File: src/rtl/seg7_pair_decoder.sv
`default_nettype none
// ============================================================================
// Module   : seg7_pair_decoder
// Brief    : Stability-qualified decoder of two active-low 7-segment buses
//            back to packed BCD with per-digit blank/error flags, delivered
//            over a valid/ready handshake.
// Options  : SEG7_HEX_DECODE_EN - also accept hex glyphs A,b,C,d,E,F.
// Revision : 1.0 - initial release
// ============================================================================
module seg7_pair_decoder #(
  parameter int STABLE_CYCLES = 4,
  parameter int CNT_W         = 4
) (
  input  logic       clk,
  input  logic       rst_n,
  input  logic [6:0] seg0,
  input  logic [6:0] seg1,
  output logic       out_valid,
  input  logic       out_ready,
  output logic [7:0] bcd,
  output logic [1:0] blank,
  output logic [1:0] err
);

  localparam logic [CNT_W-1:0] c_stable = CNT_W'(STABLE_CYCLES);

  typedef enum logic [0:0] {
    ST_TRACK    = 1'b0,
    ST_WAIT_ACK = 1'b1
  } state_t;

  state_t           r_state;
  state_t           w_state_nxt;
  logic [13:0]      w_in;
  logic [13:0]      r_sample;
  logic [13:0]      r_last;
  logic [CNT_W-1:0] r_cnt;
  logic             r_emitted;
  logic             r_valid;
  logic [7:0]       r_bcd;
  logic [1:0]       r_blank;
  logic [1:0]       r_err;
  logic             w_stable;
  logic             w_new_pair;
  logic             w_load;
  logic             w_ack;
  logic [5:0]       w_dec0;
  logic [5:0]       w_dec1;

  // Returns {err, blank, nibble} for one active-low gfedcba pattern.
  function automatic logic [5:0] dec7(input logic [6:0] pat);
    logic [5:0] res;
    res = 6'b10_0000;
    case (pat)
      7'b1000000: res = 6'b00_0000;
      7'b1111001: res = 6'b00_0001;
      7'b0100100: res = 6'b00_0010;
      7'b0110000: res = 6'b00_0011;
      7'b0011001: res = 6'b00_0100;
      7'b0010010: res = 6'b00_0101;
      7'b0000010: res = 6'b00_0110;
      7'b1111000: res = 6'b00_0111;
      7'b0000000: res = 6'b00_1000;
      7'b0010000: res = 6'b00_1001;
`ifdef SEG7_HEX_DECODE_EN
      7'b0001000: res = 6'b00_1010;
      7'b0000011: res = 6'b00_1011;
      7'b1000110: res = 6'b00_1100;
      7'b0100001: res = 6'b00_1101;
      7'b0000110: res = 6'b00_1110;
      7'b0001110: res = 6'b00_1111;
`endif
      7'b1111111: res = 6'b01_0000;
      default:    res = 6'b10_0000;
    endcase
    return res;
  endfunction

  assign w_in = {seg1, seg0};

  // The sample register runs through reset so a pair held across reset
  // counts its first post-reset edge as edge 1.
  always_ff @(posedge clk) begin
    r_sample <= w_in;
  end

  always_ff @(posedge clk) begin
    if (!rst_n) begin
      r_cnt <= '0;
    end else if (w_in != r_sample) begin
      r_cnt <= '0;
    end else if (r_cnt != c_stable) begin
      r_cnt <= r_cnt + 1'b1;
    end
  end

  assign w_stable   = (r_cnt == c_stable);
  assign w_new_pair = !r_emitted || (r_sample != r_last);
  assign w_dec0     = dec7(r_sample[6:0]);
  assign w_dec1     = dec7(r_sample[13:7]);

  always_ff @(posedge clk) begin
    if (!rst_n) begin
      r_state <= ST_TRACK;
    end else begin
      r_state <= w_state_nxt;
    end
  end

  always_comb begin
    w_state_nxt = r_state;
    w_load      = 1'b0;
    w_ack       = 1'b0;
    case (r_state)
      ST_TRACK: begin
        if (w_stable && w_new_pair) begin
          w_load      = 1'b1;
          w_state_nxt = ST_WAIT_ACK;
        end
      end
      ST_WAIT_ACK: begin
        if (out_ready) begin
          w_ack       = 1'b1;
          w_state_nxt = ST_TRACK;
        end
      end
      default: w_state_nxt = ST_TRACK;
    endcase
  end

  always_ff @(posedge clk) begin
    if (!rst_n) begin
      r_valid   <= 1'b0;
      r_bcd     <= 8'h00;
      r_blank   <= 2'b11;
      r_err     <= 2'b00;
      r_emitted <= 1'b0;
      r_last    <= '0;
    end else if (w_load) begin
      r_valid   <= 1'b1;
      r_bcd     <= {w_dec1[3:0], w_dec0[3:0]};
      r_blank   <= {w_dec1[4], w_dec0[4]};
      r_err     <= {w_dec1[5], w_dec0[5]};
      r_emitted <= 1'b1;
      r_last    <= r_sample;
    end else if (w_ack) begin
      r_valid   <= 1'b0;
    end
  end

  assign out_valid = r_valid;
  assign bcd       = r_bcd;
  assign blank     = r_blank;
  assign err       = r_err;

endmodule
`default_nettype wire

File: config.mk
export PLATFORM = sky130hd
export DESIGN_NAME = seg7_pair_decoder
export DESIGN_NICKNAME = d
export VERILOG_FILES = /design/src/rtl/seg7_pair_decoder.sv
export SDC_FILE = /design/constraint.sdc
export NUM_CORES = 1
export LEC_CHECK = 0
export ABC_AREA = 1
export CAP_MARGIN = 10
export CORE_MARGIN = 3
export CORE_UTILIZATION = 56
export CTS_CLUSTER_SIZE = 12
export DETAILED_ROUTE_END_ITERATION = 10
export GPL_TIMING_DRIVEN = 0
export PLACE_DENSITY = 0.8
export REMOVE_ABC_BUFFERS = 1
export SKIP_LAST_GASP = 1
export SLEW_MARGIN = 40
export SYNTH_ARGS = -nofsm -noshare
export SYNTH_HDL_FRONTEND = slang
export SYNTH_SLANG_ARGS = --single-unit
File: constraint.sdc
create_clock -name clk -period 2.2 [get_ports clk]
set_input_delay 0.44 -clock clk [delete_from_list [all_inputs] [get_ports clk]]
set_output_delay 0.44 -clock clk [all_outputs]
set_load 0.01 [all_outputs]
==> results_dict.tcl <==
set metrics [dict create \
    status "completed" \
    nFillCells 384 \
    die_w_um 73.30 \
    io_pins 30 \
    grt-ovfl-total 0 \
    drc 0 \
    critical_path_required_ns 2.42 \
    drtPass1Iterations 4 \
    crit_path_end_kind "register" \
    grtUsageTotal 0.2190 \
    drt-initial-drc-count 187 \
    power_density_nw_per_um2 512.9 \
    ys_warn_count 0 \
    clk_latency_ns 0.29 \
    cts_tree "yes" \
    rows 23 \
    finalClockSkew_ns 0.004974 \
    syn_to_final_growth_pct 15.10 \
    root_buffer "clkbuf_8" \
    viasPerCell 5.253 \
    final_nets 429 \
    ys_async_sr_fraction 0 \
    fin_tns_setup_ns 0 \
    routed_wl_um 5653 \
    cts_sinks 47 \
    synth_top_cell_area_share 0.3710 \
    start_util 0.6078 \
    num_vias 2411 \
    synth_flop_cell "dfxtp_1" \
    period_needed_ns 1.968 \
    antenna_found_initial 0 \
    hold_depth 2 \
    crit_path_end "r_cnt[1]$_SDFFE_PP0P_" \
    syn_area_per_cell_um2 6.605 \
    synth_edf_count 0 \
    rr_startpoint "r_cnt[1]$_SDFFE_PP0P_" \
    timing.reg2reg.setup_slack_ns 0.31 \
    postCtsSetupBuffers 0 \
    critPathLaunchType "primary input" \
    clock_path_buffers 2 \
    peakVddDrop_mv 0.4016 \
    grt_setup_unrepaired "false" \
    cts_buffers 5 \
    worst_pin_slew_ns 0.6300 \
    grt_max_degree 33 \
    die_h_um 73.30 \
    drv_cap 0 \
    coreArea_um2 4173 \
    drive_gt1_frac 0.1051 \
    synth_cell_types 29 \
    ys_ff_latch 47 \
    final-setup-viol-count 0 \
    clkTransAtPathRegs_ns 0.07 \
    fin_area_um2 2919 \
    total_leakage_power_nw 1.170 \
    grt_pass1_vias 2213 \
    relSlewSlack 0.5795 \
    dpl_cell_area_um2 2790 \
    hold_viol_final 0 \
    grt_pass1_wl_um 9384 \
    synth_area_um2 2536 \
    cts.repair.resized 0 \
    r2r-end "r_last[1]$_SDFFE_PN0P_" \
    gp_congestion 1.014 \
    dp_hpwl_um 3798 \
    holdCritPathClass "register to register" \
    yosys.area.top_type "dfxtp_1" \
    min_period_over_period 0.8945 \
    reg2reg_depth 8 \
    maxSlewViolCount 0 \
    die_area_um2 5372 \
    port_buffers 29 \
    synthTopCellsByArea "dfxtp_1, nand2_1, nand3_1" \
    cp.arrival_ns 2.19 \
    antenna_cells 0 \
    cts-htree-levels 2 \
    synthCells 384 \
    hold-worst-slack_ns 0.4591 \
    cts-hold-fix-buffers 0 \
    final_antenna_net_count 0 \
    yosysSeqAreaShare 0.3710 \
    path_max_fanout 27 \
    crit_start "rst_n" \
    wl_per_cell_um 12.32 \
    critPathKind "primary input to register" \
    fmax_ghz 0.5082 \
]
critical path, stage by stage:
cell and delay (ns):
clkdlybuf4s50_1 0.56, clkinv_2 0.41, a21oi_1 0.27, nand4_1 0.13
nor2_1 0.10, nand3b_1 0.15, nor2_1 0.13
per-layer routing:
layer  vias to the layer above  routed length [µm]  global-route usage
li1                       1258                   -                   -
met1                      1081                2544              0.2914
met2                        67                2669              0.3664
met3                         5                 391             0.02873
met4                         0                  48             0.07243
met5                         -                   0                   0
sequential cells by signal, indices dropped and copies added (netlist names):
name	count
r_last	14
r_sample	14
bcd	8
r_cnt	4
blank	2
err	2
out_valid	1
r_emitted	1
r_state	1
how the worst min path moves through the flow:
stage,startpoint,endpoint
after global placement,r_emitted$_SDFFE_PN0P_,r_emitted$_SDFFE_PN0P_
after global routing,r_emitted$_SDFFE_PN0P_,r_emitted$_SDFFE_PN0P_
final,r_emitted$_SDFFE_PN0P_,r_emitted$_SDFFE_PN0P_
after floorplan,r_emitted$_SDFFE_PN0P_,r_emitted$_SDFFE_PN0P_
after CTS,r_emitted$_SDFFE_PN0P_,r_emitted$_SDFFE_PN0P_
after detailed placement,r_emitted$_SDFFE_PN0P_,r_emitted$_SDFFE_PN0P_
placed cells by master (no fill, tap or decap), drive strengths merged, types with 3 or more instances in the layout:
master         instances
a21oi                 30
buf                    5
clkbuf                 6
clkdlybuf4s50         29
dfxtp                 47
inv                   43
nand2                107
nand3                 46
nand4                  4
nor2                  62
nor3                   3
o21ai                 10
xnor2                  7
layout make-up:
class | instances | area, µm² | share of cell area
Sequential cell | 47 | 940.9 | 0.3223
Timing Repair Buffer | 34 | 340.3 | 0.1166
Tap cell | 50 | 62.56 | 0.02143
Multi-Input combinational cell | 278 | 1336 | 0.4578
Clock buffer | 6 | 72.57 | 0.02486
Inverter | 44 | 166.4 | 0.05701
through the flow:
step | cells | power, mW | util | setup WS (ns)
CTS | 453 | 1.518 | 0.6861 | 0.02776
global route | 459 | 1.567 | 0.6996 | 0.03833
detailed placement | 447 | 1.044 | 0.6687 | -0.07755
finish | 459 | 1.497 | 0.6996 | 0.2322
floorplan | 368 | 0.9841 | - | 0.4149
global placement | 447 | 1.043 | 0.6684 | -0.5329
synthesized netlist by cell type, types with 2 or more instances:
library cell,n
inv_2,10
o21ai_0,10
nand3_1,46
buf_2,11
buf_6,2
nand2_1,100
xnor2_1,7
nand4_1,4
xor2_1,2
nor2_4,2
clkbuf_1,2
nor3_1,3
a21oi_1,20
nor2_1,58
nand2_2,5
ha_1,2
a21oi_2,10
inv_1,33
dfxtp_1,47
power breakdown:
| part | leakage (nW) | internal [mW] | switching [mW] | total [mW] |
|---|---|---|---|---|
| logic | 0.749 | 0.0597 | 0.0751 | 0.135 |
| registers | 0.384 | 0.864 | 0.0289 | 0.893 |
| clock network | 0.0371 | 0.212 | 0.258 | 0.470 |
| total | 1.17 | 1.14 | 0.362 | 1.50 |
cell families after synthesis:
logic type,count (synthesis),synth area share
AO/OA/AOI/OAI,42,0.09916
buffers and inverters,60,0.1046
AND/OR/NAND/NOR,224,0.3843
adder cells (fa/ha/maj),2,0.009865
flip-flops,47,0.3710
XOR/XNOR,9,0.03108
Note: power is estimated with default switching activity, not from simulation.
